==> src/rtl/mem_arb_pkg.sv <==
// Purpose: shared state encoding and owner codes for the memory arbiter.
// Latency: n/a (declarations only).
// Backpressure: n/a.
// Contents: FSM state localparams and enum, owner identifiers (INST=0, DATA=1).
package mem_arb_pkg;

   localparam logic [1:0] ST_IDLE = 2'd0;
   localparam logic [1:0] ST_BUSY = 2'd1;
   localparam logic [1:0] ST_RESP = 2'd2;

   localparam logic OWN_INST = 1'b0;
   localparam logic OWN_DATA = 1'b1;

   typedef enum logic [1:0] {
      S_IDLE = ST_IDLE,
      S_BUSY = ST_BUSY,
      S_RESP = ST_RESP
   } state_e;

endpackage

==> src/rtl/mem_arb_pick.sv <==
// Purpose: combinational grant picker between fetch and load/store requests.
// Latency: 0 cycles (pure combinational).
// Backpressure: none; the caller decides when a grant is consumed.
// Ports: inst_req/data_req in, rr_last in (only when MEM_ARB_RR_EN is defined),
//        grant_valid/grant_owner out.
// Config: MEM_ARB_RR_EN defined -> round-robin on conflict; undefined -> DATA beats INST.
module mem_arb_pick
   import mem_arb_pkg::*;
(
   input  logic inst_req,
   input  logic data_req,
`ifdef MEM_ARB_RR_EN
   input  logic rr_last,
`endif
   output logic grant_valid,
   output logic grant_owner
);

   always_comb begin
      grant_valid = inst_req | data_req;
      grant_owner = OWN_INST;
`ifdef MEM_ARB_RR_EN
      // On a conflict the port that did not win last time gets the grant.
      if (inst_req && data_req) begin
         grant_owner = ~rr_last;
      end else if (data_req) begin
         grant_owner = OWN_DATA;
      end
`else
      // Fixed priority: a pending load/store always beats a fetch.
      if (data_req) begin
         grant_owner = OWN_DATA;
      end
`endif
   end

endmodule

==> src/rtl/mem_arbiter.sv <==
// Purpose: shares one single-port synchronous memory between fetch and load/store ports.
// Latency: request seen in IDLE at cycle N -> ready pulse at N+2; one access per 3 cycles.
// Backpressure: requesters hold req until their ready pulse; no queueing, one transaction at a time.
// Ports: clk, reset (sync, active-high); inst_req/inst_addr -> inst_ready/inst_rdata;
//        data_req/data_we/data_addr/data_wdata -> data_ready/data_rdata;
//        mem_memwrite/mem_addr/mem_data_in -> memory, mem_data_out <- memory; busy.
// Config: MEM_ARB_RR_EN defined adds an rr_last register and round-robin conflict arbitration.
module mem_arbiter
   import mem_arb_pkg::*;
#(
   parameter int ADDR_W = 8,
   parameter int DATA_W = 8
) (
   input  logic              clk,
   input  logic              reset,
   input  logic              inst_req,
   input  logic [ADDR_W-1:0] inst_addr,
   output logic              inst_ready,
   output logic [DATA_W-1:0] inst_rdata,
   input  logic              data_req,
   input  logic              data_we,
   input  logic [ADDR_W-1:0] data_addr,
   input  logic [DATA_W-1:0] data_wdata,
   output logic              data_ready,
   output logic [DATA_W-1:0] data_rdata,
   output logic              mem_memwrite,
   output logic [ADDR_W-1:0] mem_addr,
   output logic [DATA_W-1:0] mem_data_in,
   input  logic [DATA_W-1:0] mem_data_out,
   output logic              busy
);

   state_e            state_q, state_d;
   logic              owner_q, owner_d;
   logic [ADDR_W-1:0] mem_addr_q, mem_addr_d;
   logic              mem_memwrite_q, mem_memwrite_d;
   logic [DATA_W-1:0] mem_data_in_q, mem_data_in_d;
   logic [DATA_W-1:0] inst_rdata_q, inst_rdata_d;
   logic [DATA_W-1:0] data_rdata_q, data_rdata_d;
   logic              grant_valid;
   logic              grant_owner;
`ifdef MEM_ARB_RR_EN
   logic              rr_last_q, rr_last_d;
`endif

   mem_arb_pick u_pick (
      .inst_req    (inst_req),
      .data_req    (data_req),
`ifdef MEM_ARB_RR_EN
      .rr_last     (rr_last_q),
`endif
      .grant_valid (grant_valid),
      .grant_owner (grant_owner)
   );

   always_comb begin
      state_d        = state_q;
      owner_d        = owner_q;
      mem_addr_d     = mem_addr_q;
      // Write enable is only ever high for the single BUSY cycle.
      mem_memwrite_d = 1'b0;
      mem_data_in_d  = mem_data_in_q;
      inst_rdata_d   = inst_rdata_q;
      data_rdata_d   = data_rdata_q;
`ifdef MEM_ARB_RR_EN
      rr_last_d      = rr_last_q;
`endif
      inst_ready     = 1'b0;
      data_ready     = 1'b0;
      inst_rdata     = inst_rdata_q;
      data_rdata     = data_rdata_q;

      case (state_q)
         S_IDLE: begin
            if (grant_valid) begin
               owner_d = grant_owner;
`ifdef MEM_ARB_RR_EN
               rr_last_d = grant_owner;
`endif
               state_d = S_BUSY;
               if (grant_owner == OWN_DATA) begin
                  mem_addr_d     = data_addr;
                  mem_memwrite_d = data_we;
                  mem_data_in_d  = data_wdata;
               end else begin
                  mem_addr_d     = inst_addr;
               end
            end
         end
         S_BUSY: begin
            // Memory samples mem_* at the edge closing this cycle.
            state_d = S_RESP;
         end
         S_RESP: begin
            // Registered memory output is valid now; pass it straight through
            // and keep a copy so rdata holds until the next response.
            state_d = S_IDLE;
            if (owner_q == OWN_DATA) begin
               data_ready   = 1'b1;
               data_rdata   = mem_data_out;
               data_rdata_d = mem_data_out;
            end else begin
               inst_ready   = 1'b1;
               inst_rdata   = mem_data_out;
               inst_rdata_d = mem_data_out;
            end
         end
         default: begin
            state_d = S_IDLE;
         end
      endcase
   end

   always_ff @(posedge clk) begin
      if (reset) begin
         state_q        <= S_IDLE;
         owner_q        <= OWN_INST;
         mem_addr_q     <= '0;
         mem_memwrite_q <= 1'b0;
         mem_data_in_q  <= '0;
         inst_rdata_q   <= '0;
         data_rdata_q   <= '0;
`ifdef MEM_ARB_RR_EN
         rr_last_q      <= OWN_DATA;
`endif
      end else begin
         state_q        <= state_d;
         owner_q        <= owner_d;
         mem_addr_q     <= mem_addr_d;
         mem_memwrite_q <= mem_memwrite_d;
         mem_data_in_q  <= mem_data_in_d;
         inst_rdata_q   <= inst_rdata_d;
         data_rdata_q   <= data_rdata_d;
`ifdef MEM_ARB_RR_EN
         rr_last_q      <= rr_last_d;
`endif
      end
   end

   assign mem_addr     = mem_addr_q;
   assign mem_memwrite = mem_memwrite_q;
   assign mem_data_in  = mem_data_in_q;
   assign busy         = (state_q != S_IDLE);

endmodule

==> config.mk <==
export PLATFORM = sky130hd
export DESIGN_NAME = mem_arbiter
export DESIGN_NICKNAME = d
export VERILOG_FILES = /design/src/rtl/mem_arb_pkg.sv /design/src/rtl/mem_arb_pick.sv /design/src/rtl/mem_arbiter.sv
export SDC_FILE = /design/constraint.sdc
export NUM_CORES = 1
export LEC_CHECK = 0
export BUFFER_PORTS_ARGS = -buffer_cell sky130_fd_sc_hd__clkbuf_2
export CORE_ASPECT_RATIO = 0.8
export CORE_UTILIZATION = 48
export CTS_CLUSTER_DIAMETER = 120
export DETAILED_ROUTE_END_ITERATION = 7
export PLACE_DENSITY = 0.84
export REMOVE_ABC_BUFFERS = 1
export SLEW_MARGIN = 10
export SYNTH_ARGS = -nofsm -noshare
export SYNTH_HDL_FRONTEND = slang
export SYNTH_HIERARCHICAL = 1
export SYNTH_SLANG_ARGS = --single-unit
==> constraint.sdc <==
create_clock -name clk -period 3.14 [get_ports clk]
set_clock_uncertainty 0.1 [all_clocks]
set_input_delay 0.157 -clock clk [delete_from_list [all_inputs] [get_ports clk]]
set_output_delay 0.157 -clock clk [all_outputs]
set_load 0.02 [all_outputs]
==> reports/summary.txt, run 1 <==
Power per cell area -> 522.7 nW/um2
Drt drc -> 0
Routability congestion estimate -> 0.6852
Most common cell after layout, fill and taps aside -> clkbuf_2
Die area -> 3200 um2
Core Region -> 2786 um2
# setup viols final -> 0
Share of cells above drive strength 1 -> 0.4670
Setup TNS after final layout -> 0 ps
CP max FO -> 9
PortBufs -> 72
Worst-Margin Slew -> 926.8 ps
Antenna violations before repair -> 0
Sequential fraction of the synthesis area -> 0.5044
Worst Hold Slack -> 1.693 ps
Clock buffer depth -> 2
TritonCTS clock tree -> done
Routed wire per std cell -> 11.94 um
Worst setup SP type -> register
GR Overflow Total -> 0
Design area -> 1899 um2
Ys Warns -> 6
Crit Path Category -> register to output port
Post-Layout Cell Count -> 250
DRT Pass-1 Iters -> 4
IO Pins -> 73
Mapped cell area -> 1429 um2
Avg Cell Area, Syn -> 10.28 um2
Diode count -> 0
H-tree levels -> 2
Worst-path clk slew -> 70 ps
# Max-Cap Violations -> 0
Routed Antenna Nets -> 0
Nets -> 248
Root Driver -> clkbuf_8
Placement Cell Area -> 1789 um2
Crit path arrival time -> 1670 ps
Max VDD drop -> 0.3177 mV
F_max -> 518.0 MHz
Commonest non-fill, non-tap cells in the layout -> clkbuf_2 (72), dfxtp_1 (36), nor2b_1 (17)
Crit path time final -> 1930 ps
Largest net degree at the start of global routing -> 36
Via count -> 1217
Die width -> 63 um
Hold Crit Class -> primary input to register
DRT iter0 DRCs -> 20
Total GRT Usage -> 0.1942
Fin. max-slew vios -> 0
Number of synthesized register bits -> 36
Sink Count -> 36
Routed WL -> 2.986 mm
Inserted Clock Buffers -> 5
Placed insts -> 240
Starting Density -> 0.5128
Area growth syn-to-layout -> 32.92%
Synth top area share -> 0.5044
Overall Power -> 0.0009927 W
Post-DP HPWL -> 2.218 mm
Status -> complete, no violations
Synthesized instance count -> 139
First-pass GRT wire length -> 4.698 mm
Post-DR vias/cell -> 4.868
Critical Path RT -> 2880 ps
Layout filler cell count -> 235
RSZ-0062 raised after global routing -> no
Worst-Skew Late Latency -> 270 ps
Leakage power -> 0.9407 nW
Slew headroom -> 0.3794
Synth area leader -> dfxtp_1
Row Count -> 17
Final cycle utilization of the critical path -> 0.6148
Worst Setup End Kind -> output port
Die Ht -> 50.80 um
Vias in the first global route -> 1084
Final hold vios -> 0
Cell variety after synth -> 22
Area contributors post-synth -> dfxtp_1 (50%), mux2_2 (13%), nor2b_1 (7.4%), mux2i_1 (5.6%), a211oi_1 (4.2%)
[flip-flops by register name (all words and copies together), names as in the netlist]
| register | cells |
|---|---|
| inst_rdata_q | 8 |
| owner_q | 1 |
| mem_memwrite | 1 |
| mem_data_in | 8 |
| state_q | 2 |
| mem_addr | 8 |
| data_rdata_q | 8 |
[report_power, final]
| group | total [W] | leakage [nW] | switching (W) | internal [W] |
|---|---|---|---|---|
| sequential | 0.000497 | 0.294 | 0.0000144 | 0.000483 |
| combinational | 0.000170 | 0.601 | 0.0000980 | 0.0000719 |
| clock | 0.000325 | 0.0455 | 0.000147 | 0.000179 |
| total | 0.000993 | 0.941 | 0.000259 | 0.000734 |
[final timing paths]
path                   from             end  slack [ps]  cells after the start
max              state_q[1]   inst_rdata[0]        1210                      4
min           data_wdata[1]  mem_data_in[1]           2                      3
max reg2reg      state_q[1]     mem_addr[4]        1410                      3
min reg2reg  mem_data_in[0]  mem_data_in[0]         350                      2
[critical path, stage by stage, from the launching register on]
cell      delay [ps]
dfxtp_1          450
nor3b_1          210
buf_4            210
mux2_2           360
clkbuf_2         160
[through the flow]
step / util / setup WS (ps)
floorplan: - / 774.6
global placement: 0.6421 / 1287
detailed placement: 0.6421 / 1112
CTS: 0.6816 / 1209
global route: 0.6816 / 1135
finish: 0.6816 / 1210
[cell usage after synthesis]
cell type and instances:
buf_4 2, nand2_1 16, nand3b_2 1, nor3b_1 2, and4bb_2 1, nand4bb_1 1, a21oi_1 9, buf_2 2
nand2b_1 1, dfxtp_1 36, mux2_2 16, buf_6 1, or2_1 1, clkbuf_1 5, nor2b_1 17, inv_1 1
or2_2 1, nor3b_2 1, a211oi_1 8, nor2_1 8, mux2i_1 8, and3_1 1
[kinds of logic after synthesis]
kind of cell / share of synthesized area
AO/OA/AOI/OAI: 0.07355
flip-flops: 0.5044
buffers and inverters: 0.04115
multiplexers: 0.1821
AND/OR/NAND/NOR: 0.1988
[layer usage]
metal / vias up / track usage / wire (um)
met5: - / 0 / 0
met4: 0 / 0.1047 / 13
met3: 2 / 0.05000 / 111
met2: 36 / 0.3333 / 1541
met1: 564 / 0.2219 / 1319
li1: 615 / - / -
[layout make-up]
class | count | area, um2 | share of cell area
Clock buffer | 8 | 90.09 | 0.04743
Tap cell | 38 | 47.55 | 0.02503
Inverter | 1 | 3.754 | 0.001976
Multi-Input combinational cell | 92 | 649.4 | 0.3419
Timing Repair Buffer | 75 | 387.9 | 0.2042
Sequential cell | 36 | 720.7 | 0.3794
[what timing repair did]
| item | 4_1_cts | 5_1_grt |
|---|---|---|
| resized for setup | 0 | 0 |
| setup buffers | 0 | 0 |
| hold buffers | 2 | 0 |
| endpoints found under the hold margin | 2 | 0 |
Power figures use the tool's default switching activity.
==> run 2: changes to the inputs <==
Settings changed: CORE_UTILIZATION 48 to 44, PLACE_DENSITY 0.84 to 0.78.
Clock period 3.14 ns to 2 ns, I/O delays scaled along.
==> reports/summary.txt, run 2 (synthesized netlist as in run 1, its figures left out) <==
Vias in the first global route -> 1131
Antenna violations before repair -> 0
Commonest non-fill, non-tap cells in the layout -> clkbuf_2 (72), dfxtp_1 (36), nor2b_1 (17)
Grt peak-use layer -> met2
Crit path time final -> 1836 ps
Die width -> 65.71 um
Routed WL -> 2.927 mm
Sink Count -> 36
Place WS -> 445.6 ps
Share of cells above drive strength 1 -> 0.4619
Worst-Margin Slew -> 418.0 ps
Reg-to-reg slack, setup -> 450 ps
Routed Antenna Nets -> 0
Power per cell area -> 789.8 nW/um2
Via count -> 1206
Row Count -> 18
Crit path arrival time -> 1640 ps
Die Ht -> 52.97 um
Core Region -> 3085 um2
Worst-path clk slew -> 60 ps
Hold Buf Count CTS -> 9
Met2 usage -> 0.2959
Die area -> 3481 um2
First-pass GRT wire length -> 4.878 mm
Worst Setup End Kind -> output port
Routability congestion estimate -> 0.6241
Routed wire per std cell -> 11.13 um
Post-Layout Cell Count -> 263
Area growth syn-to-layout -> 40.11%
PortBufs -> 72
Total GRT Usage -> 0.1935
Worst-Skew Late Latency -> 290 ps
IO Pins -> 73
Largest net degree at the start of global routing -> 22
Final Worst Setup Slack -> 164.0 ps
Drt drc -> 0
GR Overflow Total -> 0
Worst setup SP type -> register
Crit Path Category -> register to output port
DRT Pass-1 Iters -> 4
Inserted Clock Buffers -> 5
DRT iter0 DRCs -> 48
# Max-Cap Violations -> 0
Overall Power -> 0.001581 W
Design area -> 2002 um2
Diode count -> 0
Hold Crit Class -> primary input to register
H-tree levels -> 2
Fin. max-slew vios -> 0
Clock buffer depth -> 2
Root Driver -> clkbuf_8
Status -> complete, no violations
Placed insts -> 246
RSZ-0062 raised after global routing -> no
Final cycle utilization of the critical path -> 0.9180
Most common cell after layout, fill and taps aside -> clkbuf_2
F_max -> 544.7 MHz
Critical Path RT -> 1800 ps
Starting Density -> 0.4631
Setup TNS after final layout -> 0 ps
Leakage power -> 0.9891 nW
# setup viols final -> 0
Cts repair resizes -> 0
Post-DP HPWL -> 2.074 mm
Grt met1 use -> 0.2273
Slew headroom -> 0.7213
Met3 Resource Use GR -> 0.1013
Post-DR vias/cell -> 4.586
Final hold vios -> 0
Max VDD drop -> 0.4766 mV
Nets -> 259
Placement Cell Area -> 1822 um2
TritonCTS clock tree -> done
CP max FO -> 9
Setup repair bufs after CTS -> 0
-- run 2: final cells by class --
| cell class | count | area [um2] |
|---|---|---|
| fillers | 271 | 1084 |
| flip-flops and latches | 36 | 720.7 |
| clock buffers | 8 | 90.09 |
| well taps | 40 | 50.05 |
| inverters | 1 | 3.754 |
| multi-input cells | 92 | 649.4 |
| repair buffers | 86 | 488.0 |
-- run 2: per-stage QoR --
stage | hold WS [ps] | utilization
floorplan | 69.07 | -
global placement | 228.7 | 0.5904
detailed placement | 234.6 | 0.5904
CTS | 22.45 | 0.6488
global route | 25.98 | 0.6488
finish | 24.10 | 0.6488
-- run 2: metal layers --
| layer | routed length, um | part of all wire | up-vias |
|---|---|---|---|
| li1 | - | - | 632 |
| met1 | 1366 | 0.47 | 526 |
| met2 | 1301 | 0.44 | 43 |
| met3 | 241 | 0.082 | 5 |
| met4 | 17 | 0.0058 | 0 |
| met5 | 0 | 0 | - |
-- run 2: worst paths after layout --
kind	startpoint	end	cells past startpoint
max	state_q[1]	inst_rdata[3]	4
min	inst_addr[0]	mem_addr[0]	3
max reg2reg	state_q[1]	inst_rdata_q[6]	4
min reg2reg	mem_data_in[2]	mem_data_in[2]	2
-- run 2: report_power, final --
group          leakage [nW]  internal (W)  switching [W]
combinational         0.649      0.000130       0.000155
sequential            0.294      0.000758      0.0000223
clock                0.0455      0.000280       0.000235
-- run 2: critical path: stages, from the launching register on --
cell,delay (ps)
dfxtp_1,430
nor3b_1,210
buf_4,200
mux2_2,350
clkbuf_2,160
==> run 3: changes to the inputs <==
==> constraint.sdc (replaced) <==
create_clock -name clk -period 2 [get_ports clk]
set_clock_uncertainty 0.1 [all_clocks]
set_input_delay 0.4 -clock clk [delete_from_list [all_inputs] [get_ports clk]]
set_output_delay 0.4 -clock clk [all_outputs]
set_load 0.02 [all_outputs]
==> reports/summary.txt, run 3 (synthesized netlist as in run 1, its figures left out) <==
Status -> finished with violations
Failing checks -> setup timing
Root Driver -> clkbuf_8
Sequential power share -> 0.492
Row Count -> 18
Antenna violations before repair -> 0
Worst Setup End Kind -> output port
Post-DR vias/cell -> 4.805
GR Overflow Total -> 0
Routability congestion estimate -> 0.6180
F_max -> 491.5 MHz
Sink Count -> 36
Drt drc -> 0
CP max stage cell -> dfxtp_4
Via count -> 1254
DRT Pass-1 Iters -> 4
Post-DP HPWL -> 2.072 mm
Crit path arrival time -> 1530 ps
Commonest non-fill, non-tap cells in the layout -> clkbuf_2 (59), dfxtp_1 (33), nor2b_1 (17)
P_sw -> 0.0004265 W
Routed wire per std cell -> 12.66 um
Most common cell after layout, fill and taps aside -> clkbuf_2
Area growth syn-to-layout -> 51.40%
Final cycle utilization of the critical path -> 1.017
Worst setup SP type -> register
Clock power share -> 0.296
Placement Cell Area -> 1822 um2
Cells along the critical path -> nor3b_4 > buf_6 > mux2_4 > buf_8
CP startpoint -> state_q[0]
RSZ-0062 raised after global routing -> yes
Hold Crit Class -> primary input to register
Share of cells above drive strength 1 -> 0.5204
Routed Antenna Nets -> 0
Vias in the first global route -> 1034
Net Sw Frac -> 0.2696
Worst-path clk slew -> 70 ps
CP max FO -> 5
Diode count -> 0
Hold Buf Count CTS -> 0
Slew headroom -> 0.7426
DRT iter0 DRCs -> 81
Worst-Margin Slew -> 384.0 ps
Crit Path Category -> register to output port
Leakage power -> 1.100 nW
Largest net degree at the start of global routing -> 27
Combinational share of power -> 0.212
Die area -> 3481 um2
Core Region -> 3085 um2
Max VDD drop -> 0.5140 mV
Routed WL -> 3.305 mm
Total GRT Usage -> 0.1858
PortBufs -> 72
Worst R2R Start -> state_q[0]
# Max-Cap Violations -> 0
Layout filler cell count -> 217
Largest stage delay, worst path -> 360 ps
Fin. max-slew vios -> 0
# setup viols final -> 8
Worst-Skew Late Latency -> 280 ps
Worst hold start -> data_wdata[5]
IO Pins -> 73
Power Internal -> 0.001155 W
Final hold vios -> 0
Design area -> 2163 um2
H-tree levels -> 2
Power per cell area -> 731.2 nW/um2
Final Worst Setup Slack -> -34.50 ps
Die Ht -> 52.97 um
TritonCTS clock tree -> done
Place WS -> 135.2 ps
Inserted Clock Buffers -> 5
Clock buffer depth -> 2
Final core occ -> 0.7011
Nets -> 258
Starting Density -> 0.4631
Crit path time final -> 2035 ps
Critical Path RT -> 1500 ps
Die width -> 65.71 um
First-pass GRT wire length -> 4.623 mm
[run 3: changes by cell type in the layout (fill, tap and decap cells not counted), moves of 5 or more]
cell           delta
buf_4             +5
mux2_4           +13
dlygate4sd3_1     -9
buf_6             +9
mux2_2           -13
clkbuf_2         -13
buf_8             +6
[run 3: layout make-up]
class | count | area (um2) | area share
tap | 40 | 50.05 | 0.02313
multi-input combinational | 93 | 738.2 | 0.3412
inverter | 1 | 3.754 | 0.001735
clock buffer | 6 | 72.57 | 0.03355
timing repair buffer | 84 | 561.8 | 0.2597
clock inverter | 1 | 5.005 | 0.002313
sequential | 36 | 732.0 | 0.3383
[run 3: final timing paths]
check	endpoint	slack [ps]	depth (start not counted)
setup reg to reg	inst_rdata_q[2]	410	5
hold reg to reg	mem_data_in[6]	350	2
setup / recovery	inst_rdata[2]	-30	4
hold / removal	mem_data_in[5]	240	3
[run 3: timing repair]
item / 4_1_cts / 5_1_grt
setup buffers: 5 / 1
pin swaps: 1 / 1
resized for setup: 27 / 35
gates cloned: 1 / 1
endpoints found under the setup margin: 16 / 16
[run 3: power by group through the flow]
stage	Sequential, W	Combinational, W	Clock (W)
after global routing	0.000782	0.000360	0.000518
after detailed placement	0.000796	0.000273	0
final	0.000778	0.000335	0.000468
after floorplan	0.000829	0.000118	0
after global placement	0.000796	0.000269	0
after CTS	0.000778	0.000314	0.000481
[run 3: critical path, delay by kind of cell, from the launching register on]
kind | cells | cell delay (ps)
buffers and inverters | 2 | 310
DFF | 1 | 360
muxes | 1 | 320
and+or+nand+nor | 1 | 260
[run 3: routing by layer]
layer  GRT usage  share of wire
met3     0.07328          0.059
met4     0.07609         0.0070
met2      0.2857           0.46
met5           0              0
met1      0.2304           0.47
[run 3: stage by stage]
| step | cells | setup TNS [ps] | hold WS (ps) | power [W] |
|---|---|---|---|---|
| CTS | 259 | -141.8 | 235.3 | 0.001573 |
| global route | 261 | -567.2 | 231.7 | 0.001660 |
| detailed placement | 246 | 0 | 347.8 | 0.001070 |
| finish | 261 | -189.5 | 236.4 | 0.001582 |
| floorplan | 129 | -7019 | 369.1 | 0.0009469 |
| global placement | 246 | 0 | 343.7 | 0.001065 |
